<file path="config.mk">
export PLATFORM = sky130hd
export DESIGN_NAME = fft_frame_ctrl
export DESIGN_NICKNAME = d
export VERILOG_FILES = /design/src/rtl/fft_ctrl_pkg.sv /design/src/rtl/fft_frame_checker.sv /design/src/rtl/fft_frame_ctrl.sv
export SDC_FILE = /design/constraint.sdc
export NUM_CORES = 1
export LEC_CHECK = 0
export BUFFER_PORTS_ARGS = -buffer_cell sky130_fd_sc_hd__clkbuf_2
export CORE_MARGIN = 4
export CORE_UTILIZATION = 45
export CTS_CLUSTER_SIZE = 14
export DETAILED_ROUTE_END_ITERATION = 16
export PLACE_DENSITY = 0.8
export SYNTH_ARGS = -nofsm -noshare
export SYNTH_HDL_FRONTEND = slang
export SYNTH_SLANG_ARGS = --single-unit
</file>
<file path="constraint.sdc">
create_clock -name i_clk_clk -period 3.2 [get_ports i_clk_clk]
set_clock_uncertainty 0.2 [all_clocks]
set_input_delay 0.64 -clock i_clk_clk [delete_from_list [all_inputs] [get_ports i_clk_clk]]
set_output_delay 0.64 -clock i_clk_clk [all_outputs]
set_load 0.02 [all_outputs]
</file>
<file path="src/rtl/fft_ctrl_pkg.sv">
// rtl/fft_ctrl_pkg.sv - shared state encoding and constants for the FFT frame controller
package fft_ctrl_pkg;

  typedef enum logic [1:0] {
    ST_IDLE  = 2'd0,
    ST_RUN   = 2'd1,
    ST_DRAIN = 2'd2
  } state_t;

  // Error codes carried on the FFT core's 2-bit error sideband
  localparam logic [1:0] ERR_NONE           = 2'b00;
  localparam logic [1:0] ERR_MISSING_SOP    = 2'b01;
  localparam logic [1:0] ERR_MISSING_EOP    = 2'b10;
  localparam logic [1:0] ERR_UNEXPECTED_EOP = 2'b11;

  localparam int DEF_FFT_POINTS = 1024;

endpackage

</file>
<file path="src/rtl/fft_frame_checker.sv">
// rtl/fft_frame_checker.sv - FFT source framing check, output frame counter and sticky errors
module fft_frame_checker
  import fft_ctrl_pkg::*;
#(
  parameter int FFT_POINTS = DEF_FFT_POINTS,
  parameter int FCNT_W     = 16
) (
  input  logic              i_clk,
  input  logic              i_rst,
  input  logic              i_clr,
  input  logic              i_valid,
  input  logic              i_ready,
  input  logic              i_sop,
  input  logic              i_eop,
  input  logic [1:0]        i_error,
  output logic [FCNT_W-1:0] o_frames_out,
  output logic              o_err_framing,
  output logic              o_err_core
);

  localparam int IDX_W = $clog2(FFT_POINTS);
  localparam logic [IDX_W-1:0] LAST_IDX = IDX_W'(FFT_POINTS - 1);

  logic [IDX_W-1:0]  r_oidx;
  logic [FCNT_W-1:0] r_frames_out;
  logic              r_err_framing;
  logic              r_err_core;
  logic              w_acc;
  logic              w_bad;

  assign w_acc = i_valid && i_ready;
  assign w_bad = (i_sop != (r_oidx == '0)) || (i_eop != (r_oidx == LAST_IDX));

  // Every sop restarts the count, which also resynchronises after a misframed packet
  always_ff @(posedge i_clk or posedge i_rst) begin
    if (i_rst) begin
      r_oidx <= '0;
    end else if (w_acc) begin
      r_oidx <= i_sop ? IDX_W'(1) : r_oidx + IDX_W'(1);
    end
  end

  // A new run restarts frames_out alongside frames_in so the drain comparison stays meaningful
  always_ff @(posedge i_clk or posedge i_rst) begin
    if (i_rst) begin
      r_frames_out  <= '0;
      r_err_framing <= 1'b0;
      r_err_core    <= 1'b0;
    end else if (i_clr) begin
      r_frames_out  <= '0;
      r_err_framing <= 1'b0;
      r_err_core    <= 1'b0;
    end else if (w_acc) begin
      if (w_bad)               r_err_framing <= 1'b1;
      if (i_error != ERR_NONE) r_err_core    <= 1'b1;
      if (i_eop)               r_frames_out  <= r_frames_out + FCNT_W'(1);
    end
  end

  assign o_frames_out  = r_frames_out;
  assign o_err_framing = r_err_framing;
  assign o_err_core    = r_err_core;

endmodule

</file>
<file path="src/rtl/fft_frame_ctrl.sv">
// rtl/fft_frame_ctrl.sv - frames the sample stream into FFT packets and forwards the FFT output
module fft_frame_ctrl
  import fft_ctrl_pkg::*;
#(
  parameter int FFT_POINTS = DEF_FFT_POINTS,
  parameter int IN_W       = 48,
  parameter int OUT_W      = 47,
  parameter int FCNT_W     = 16
) (
  input  logic              i_clk_clk,
  input  logic              i_rst_reset,
  input  logic              i_cfg_start,
  input  logic              i_cfg_stop,
  input  logic [FCNT_W-1:0] i_cfg_num_frames,
  input  logic              i_in_valid,
  output logic              o_in_ready,
  input  logic [IN_W-1:0]   i_in_data,
  output logic              o_fft_sink_valid,
  input  logic              i_fft_sink_ready,
  output logic              o_fft_sink_sop,
  output logic              o_fft_sink_eop,
  output logic [1:0]        o_fft_sink_error,
  output logic [IN_W-1:0]   o_fft_sink_data,
  input  logic              i_fft_src_valid,
  output logic              o_fft_src_ready,
  input  logic              i_fft_src_sop,
  input  logic              i_fft_src_eop,
  input  logic [1:0]        i_fft_src_error,
  input  logic [OUT_W-1:0]  i_fft_src_data,
  output logic              o_out_valid,
  input  logic              i_out_ready,
  output logic              o_out_sop,
  output logic              o_out_eop,
  output logic [OUT_W-1:0]  o_out_data,
  output logic              o_busy,
  output logic [FCNT_W-1:0] o_frames_in,
  output logic [FCNT_W-1:0] o_frames_out,
  output logic              o_err_framing,
  output logic              o_err_core
);

  localparam int IDX_W = $clog2(FFT_POINTS);
  localparam logic [IDX_W-1:0] LAST_IDX = IDX_W'(FFT_POINTS - 1);

  state_t            r_state;
  state_t            w_state_nxt;
  logic [IDX_W-1:0]  r_idx;
  logic [FCNT_W-1:0] r_frames_in;
  logic [FCNT_W-1:0] r_num_frames;
  logic              r_stop_pend;
  logic [FCNT_W-1:0] w_frames_out;
  logic [FCNT_W-1:0] w_frames_in_inc;
  logic              w_run;
  logic              w_start;
  logic              w_xfer;
  logic              w_sop;
  logic              w_eop;
  logic              w_stop;
  logic              w_last_frame;

  assign w_run           = (r_state == ST_RUN);
  assign w_start         = (r_state == ST_IDLE) && i_cfg_start;
  assign w_xfer          = w_run && i_in_valid && i_fft_sink_ready;
  assign w_sop           = (r_idx == '0);
  assign w_eop           = (r_idx == LAST_IDX);
  assign w_stop          = r_stop_pend || i_cfg_stop;
  assign w_frames_in_inc = r_frames_in + FCNT_W'(1);
  assign w_last_frame    = (r_num_frames != '0) && (w_frames_in_inc == r_num_frames);

  always_comb begin
    w_state_nxt      = r_state;
    o_in_ready       = 1'b0;
    o_fft_sink_valid = 1'b0;
    o_fft_sink_sop   = 1'b0;
    o_fft_sink_eop   = 1'b0;
    case (r_state)
      ST_IDLE: begin
        if (i_cfg_start) w_state_nxt = ST_RUN;
      end
      ST_RUN: begin
        o_in_ready       = i_fft_sink_ready;
        o_fft_sink_valid = i_in_valid;
        o_fft_sink_sop   = i_in_valid && w_sop;
        o_fft_sink_eop   = i_in_valid && w_eop;
        // A stop lands on a frame boundary: either the eop beat or an idle idx==0 cycle
        if (w_xfer && w_eop && (w_stop || w_last_frame)) w_state_nxt = ST_DRAIN;
        else if (w_stop && w_sop && !w_xfer)             w_state_nxt = ST_DRAIN;
      end
      ST_DRAIN: begin
        if (w_frames_out == r_frames_in) w_state_nxt = ST_IDLE;
      end
      default: w_state_nxt = ST_IDLE;
    endcase
  end

  always_ff @(posedge i_clk_clk or posedge i_rst_reset) begin
    if (i_rst_reset) begin
      r_state      <= ST_IDLE;
      r_idx        <= '0;
      r_frames_in  <= '0;
      r_num_frames <= '0;
      r_stop_pend  <= 1'b0;
    end else begin
      r_state <= w_state_nxt;
      if (w_start) begin
        r_num_frames <= i_cfg_num_frames;
        r_idx        <= '0;
        r_frames_in  <= '0;
        r_stop_pend  <= i_cfg_stop;
      end else begin
        if (w_xfer) begin
          r_idx <= r_idx + IDX_W'(1);
          if (w_eop) r_frames_in <= w_frames_in_inc;
        end
        if (w_state_nxt == ST_DRAIN) r_stop_pend <= 1'b0;
        else if (w_run && i_cfg_stop) r_stop_pend <= 1'b1;
      end
    end
  end

  assign o_fft_sink_error = ERR_NONE;
  assign o_fft_sink_data  = i_in_data;

  assign o_out_valid     = i_fft_src_valid;
  assign o_out_sop       = i_fft_src_sop;
  assign o_out_eop       = i_fft_src_eop;
  assign o_out_data      = i_fft_src_data;
  assign o_fft_src_ready = i_out_ready;

  fft_frame_checker #(
    .FFT_POINTS (FFT_POINTS),
    .FCNT_W     (FCNT_W)
  ) u_checker (
    .i_clk         (i_clk_clk),
    .i_rst         (i_rst_reset),
    .i_clr         (w_start),
    .i_valid       (i_fft_src_valid),
    .i_ready       (i_out_ready),
    .i_sop         (i_fft_src_sop),
    .i_eop         (i_fft_src_eop),
    .i_error       (i_fft_src_error),
    .o_frames_out  (w_frames_out),
    .o_err_framing (o_err_framing),
    .o_err_core    (o_err_core)
  );

  assign o_busy       = (r_state != ST_IDLE) || (r_frames_in != w_frames_out);
  assign o_frames_in  = r_frames_in;
  assign o_frames_out = w_frames_out;

endmodule

</file>
# == Word-level counts from Yosys, hierarchy flattened ==
# Index checks and enable logic that the tools add are counted.
# totals
regBits,73
inputBits,123
# classes
add_sub_neg,4
eq_ne,10
n_reduce_logical,34
mux,27
# ops
cell,count
2-to-1 mux 16 bit,6
"adder 16 x 1 -> 16 bit, second input constant",2
== test 16 bit,2
2-to-1 mux 10 bit,3
"adder 10 x 1 -> 10 bit, second input constant",2
"== test 10 bit, second input constant",2
zero test 10 bit,2
!= test 16 bit,1
nonzero test 16 bit,1
nonzero test 2 bit,8
2-to-1 mux 1 bit,13
logical AND 1 bit,12
2-to-1 mux 2 bit,4
AND reduction 2 bit,4
one-hot mux 2 bit (3 select lines),1
"== test 2 bit, second input constant",2
logical OR 1 bit,4
nonzero test 3 bit,1
"== test 2 x 1 -> 1 bit, second input constant",1
zero test 2 bit,1
!= test 1 bit,2
zero test 1 bit,1

# == Depth between registers and ports, before layout ==
# depth
word_depth,11
depth_mapped,8
depth_no_buf,8

# == Modules after synthesis ==
# From an unflattened synthesis, not the netlist that was laid out.
# unflattened
hier_cells,607
area_unflattened_um2,5291.3
# by_module_without_submodules
module,cells_each,area_per_inst_um2,seq_area_each_um2,n_inst
fft_frame_ctrl,451,3759.9,1126.1,1
fft_frame_checker,156,1531.5,700.7,1

# == Worst setup path before layout ==
# OpenSTA, ideal clock, no wires.
# synth_path
path_type,register -> output
from,register r_frames_in[12] (netlist: o_frames_in[12])
to,output o_busy
stages_incl_launch_ff,6
path_buffers,1
t_arrival_ps,1523
setup_slack_ps,837
path_cell_list,dfrtp_1 -> clkbuf_1 -> xnor2_1 -> nand4_1 -> nor4_1 -> nand2_1
# synth_via
elab_chain_cells,2
# synth_rtl
item,line_no,text
start: declaration,fft_frame_ctrl.sv:48,logic [FCNT_W-1:0] r_frames_in;
start signal: assignment,fft_frame_ctrl.sv:113,if (w_eop) r_frames_in <= w_frames_in_inc;
!= test 16 bit,fft_frame_ctrl.sv:147,assign o_busy = (r_state != ST_IDLE) || (r_frames_in != w_frames_out);
logical OR 1 bit,fft_frame_ctrl.sv:147,
end: declaration,fft_frame_ctrl.sv:35,"output logic o_busy,"
# Every way passes these cells.

# == Worst setup path in the final report ==
# layout_path
from,register r_frames_in[2] (netlist: o_frames_in[2])
to,output o_busy
# Same word-level chain as after synthesis.

==> metrics <==
maximum vdd drop 280 uV; top sig layer met4; leading area contributor after synthesis dfrtp_1; Vias between 3000 and 4000; Skew-Pair Late Insertion Delay between 0.3 and 0.4 ns; post-cts hold buffer count 0; Tcrit/Tclk final 0.931; switching share of total power 0.361; setup_tns 0 ns; sequential fraction of the synthesis area 0.361; Pint between 1.5 and 2 mW; filler cell count around 1100; setup slack after layout roughly 0.22 ns; Port-buffer cells 70; Avg Cell Area, Syn around 8.4 um2; # H-tree levels 3; Yosys reg bits 73; routability cong. ~0.9; number of detailed-route iterations in the first pass 5; Power Dens Cells ~620 nW/um2; sequential fraction of design power 0.418; Pins Over Slew Limit 0; Detail Route met2 WL 5580 um; Worst Setup Start Kind flip-flop; Area growth, synth to finish -0.841%; Final Hold Viols 0; CP arrival ~2.1 ns; ys flop type dfrtp_1; largest net degree at the start of global routing 45; Global Route Usage Sum 0.186; routed wl met3 approximately 900 um; status completed; Synth async-reset ratio 1.00; P_leak ~2.4 nW; clock-pin slew on the worst setup and hold paths 0.06 ns; setup bufs post-CTS 0; WL final approximately 12000 um; Total Power a little over 3 mW; Detail Placement HPWL just under 9000 um; Worst path slowest cell nor4_1; initial antenna violation count 0; critical path buffer and inverter count 1; Setup Crit Path Kind reg2out; Synth cell types 50; critical-path cell list xnor2_1, nand4_1, nor4_1, nand2_1, clkbuf_2; crit path time final between 2 and 3 ns; CTS tree yes; share of post-route cells with drive strength above 1 0.179; core box area about 11000 um2; ant diodes 0; die height 114 um; Synth warnings 0; Die W ~110 um; max incr delay on CP slightly below 0.6 ns; maximum fanout along the worst path 13; WL met1 5090 um; top cell type's share of synthesized area 0.361; top cells by instance count after synthesis buf_4, nand2_1, dfrtp_1; cell area after synthesis 5060 um2; Final setup viols 0; row count 38; Slew headroom 0.489; CTS Buf Count 9; Clock Path Buffers 2; area of the multi-input gates roughly 2300 um2; Clk pwr share 0.298; clock root buffer clkbuf_16; Logic pwr share 0.284; IO Count 263; initial core utilization 0.463; count leader, synth buf_4; Gate Count Post-Synth 600; fmax ~340 MHz; Seq. cell area 1830 um2; initial DRC count 295; cell family with the largest share of critical-path delay simple AND/OR/NAND/NOR gates; RSZ-0062 raised after global routing no; worst slew pin tran approximately 0.76 ns; total gr overflow 0; Crit. End Element output port; worst path required time 2.36 ns; Synth area leaders dfrtp_1, buf_4, xnor2_1; die area between 10000 and 15000 um2; PostCTS Resize Cnt 0; first-pass GRT wire length approximately 19000 um; vias in the first global route about 3900; Final nets ~700; P_sw approximately 1.1 mW; Via density approximately 5.6; worst hold-check path type in2async; DRC Markers 0; post-route ant nets 0; DP Worst Slack approximately 0.58 ns; EDFF count, synth 0; Num Clock Sinks 73; DR WL/cell 17.0 um; max-cap violation count 0
## cells in the final DEF, fill, tap and decap left out, drive strengths merged, types with 2 or more instances in the layout
cell,synthesis,final
nand2,85,85
clkbuf,16,80
dfrtp,73,73
nor2,55,55
xnor2,37,37
o21ai,34,34
xor2,29,29
nand3,23,23
nand4,21,21
a21oi,15,15
nor4,13,13
and3,11,11
nor3,8,8
a31oi,8,8
inv,7,7
and2,6,6
ha,6,6
clkinv,0,6
o31ai,5,5
buf,112,5
and4,4,4
nor2b,4,4
or3,4,4
nand4b,3,3
nand2b,2,2
or2,2,2
and3b,2,2
mux2i,2,2
conb,1,2
## stage by stage
stage	utilization	hold slack, ns	std cells	cell area (um2)
detailed placement	0.434	0.302	688	4740
global route	0.459	0.163	704	5020
CTS	0.459	0.125	704	5020
floorplan	-	0.288	601	5060
global placement	0.434	0.283	688	4740
finish	0.459	0.121	704	5020
## state kept, by name (all words and copies together) (netlist names)
| name | count |
|---|---|
| u_checker.r_oidx | 10 |
| u_checker.o_frames_out | 16 |
| o_frames_in | 16 |
| r_state | 2 |
| u_checker.o_err_core | 1 |
| r_stop_pend | 1 |
| u_checker.o_err_framing | 1 |
| r_idx | 10 |
| r_num_frames | 16 |
## path summary, 6_finish.rpt
check	startpoint	end	slack, ns	cells after the start
worst max-delay path	o_frames_in[2]	o_busy	0.22	5
worst min-delay path	i_rst_reset	r_idx[6]	0.12	2
worst max register to register	o_frames_in[0]	r_state[0]	0.50	7
worst min register to register	u_checker.o_err_framing	u_checker.o_err_framing	0.31	2
max in group asynchronous	i_rst_reset	r_num_frames[11]	1.91	3
min in group i_clk_clk	i_cfg_num_frames[9]	r_num_frames[9]	0.30	3
## kinds of logic (layout without fill, tap and decap cells)
family / after synthesis / after routing / synth area share
adder cells (fa/ha/maj): 6 / 6 / 0.0148
other: 1 / 2 / 0.000741
AO/OA/AOI/OAI: 71 / 71 / 0.0833
flip-flops: 73 / 73 / 0.361
multiplexers: 2 / 2 / 0.00396
AND/OR/NAND/NOR: 246 / 246 / 0.242
XOR/XNOR: 66 / 66 / 0.114
buffers and inverters: 135 / 98 / 0.180
## final cells by class
| type | instances | share of cell area |
|---|---|---|
| clock inverter | 6 | 0.00673 |
| clock buffer | 10 | 0.0476 |
| multi-input combinational | 393 | 0.464 |
| inverter | 7 | 0.00524 |
| tap | 140 | 0.0349 |
| timing repair buffer | 75 | 0.0773 |
| sequential | 73 | 0.364 |
## per-layer routing
metal  vias up  GRT usage
met4         0      0.111
met5         -          0
li1       1848          -
met2       173      0.288
met3        50     0.0414
met1      1895      0.237
## power groups by stage
stage          registers [mW]  clock network (mW)  logic [mW]
4_1_cts                  1.29               0.939       0.879
3_5_place_dp             1.31                   0       0.872
3_3_place_gp             1.30                   0       0.851
6_report                 1.29               0.920       0.877
2_1_floorplan            1.27                   0       0.809
5_1_grt                  1.32               0.974       0.987
Power figures use the tool's default switching activity.
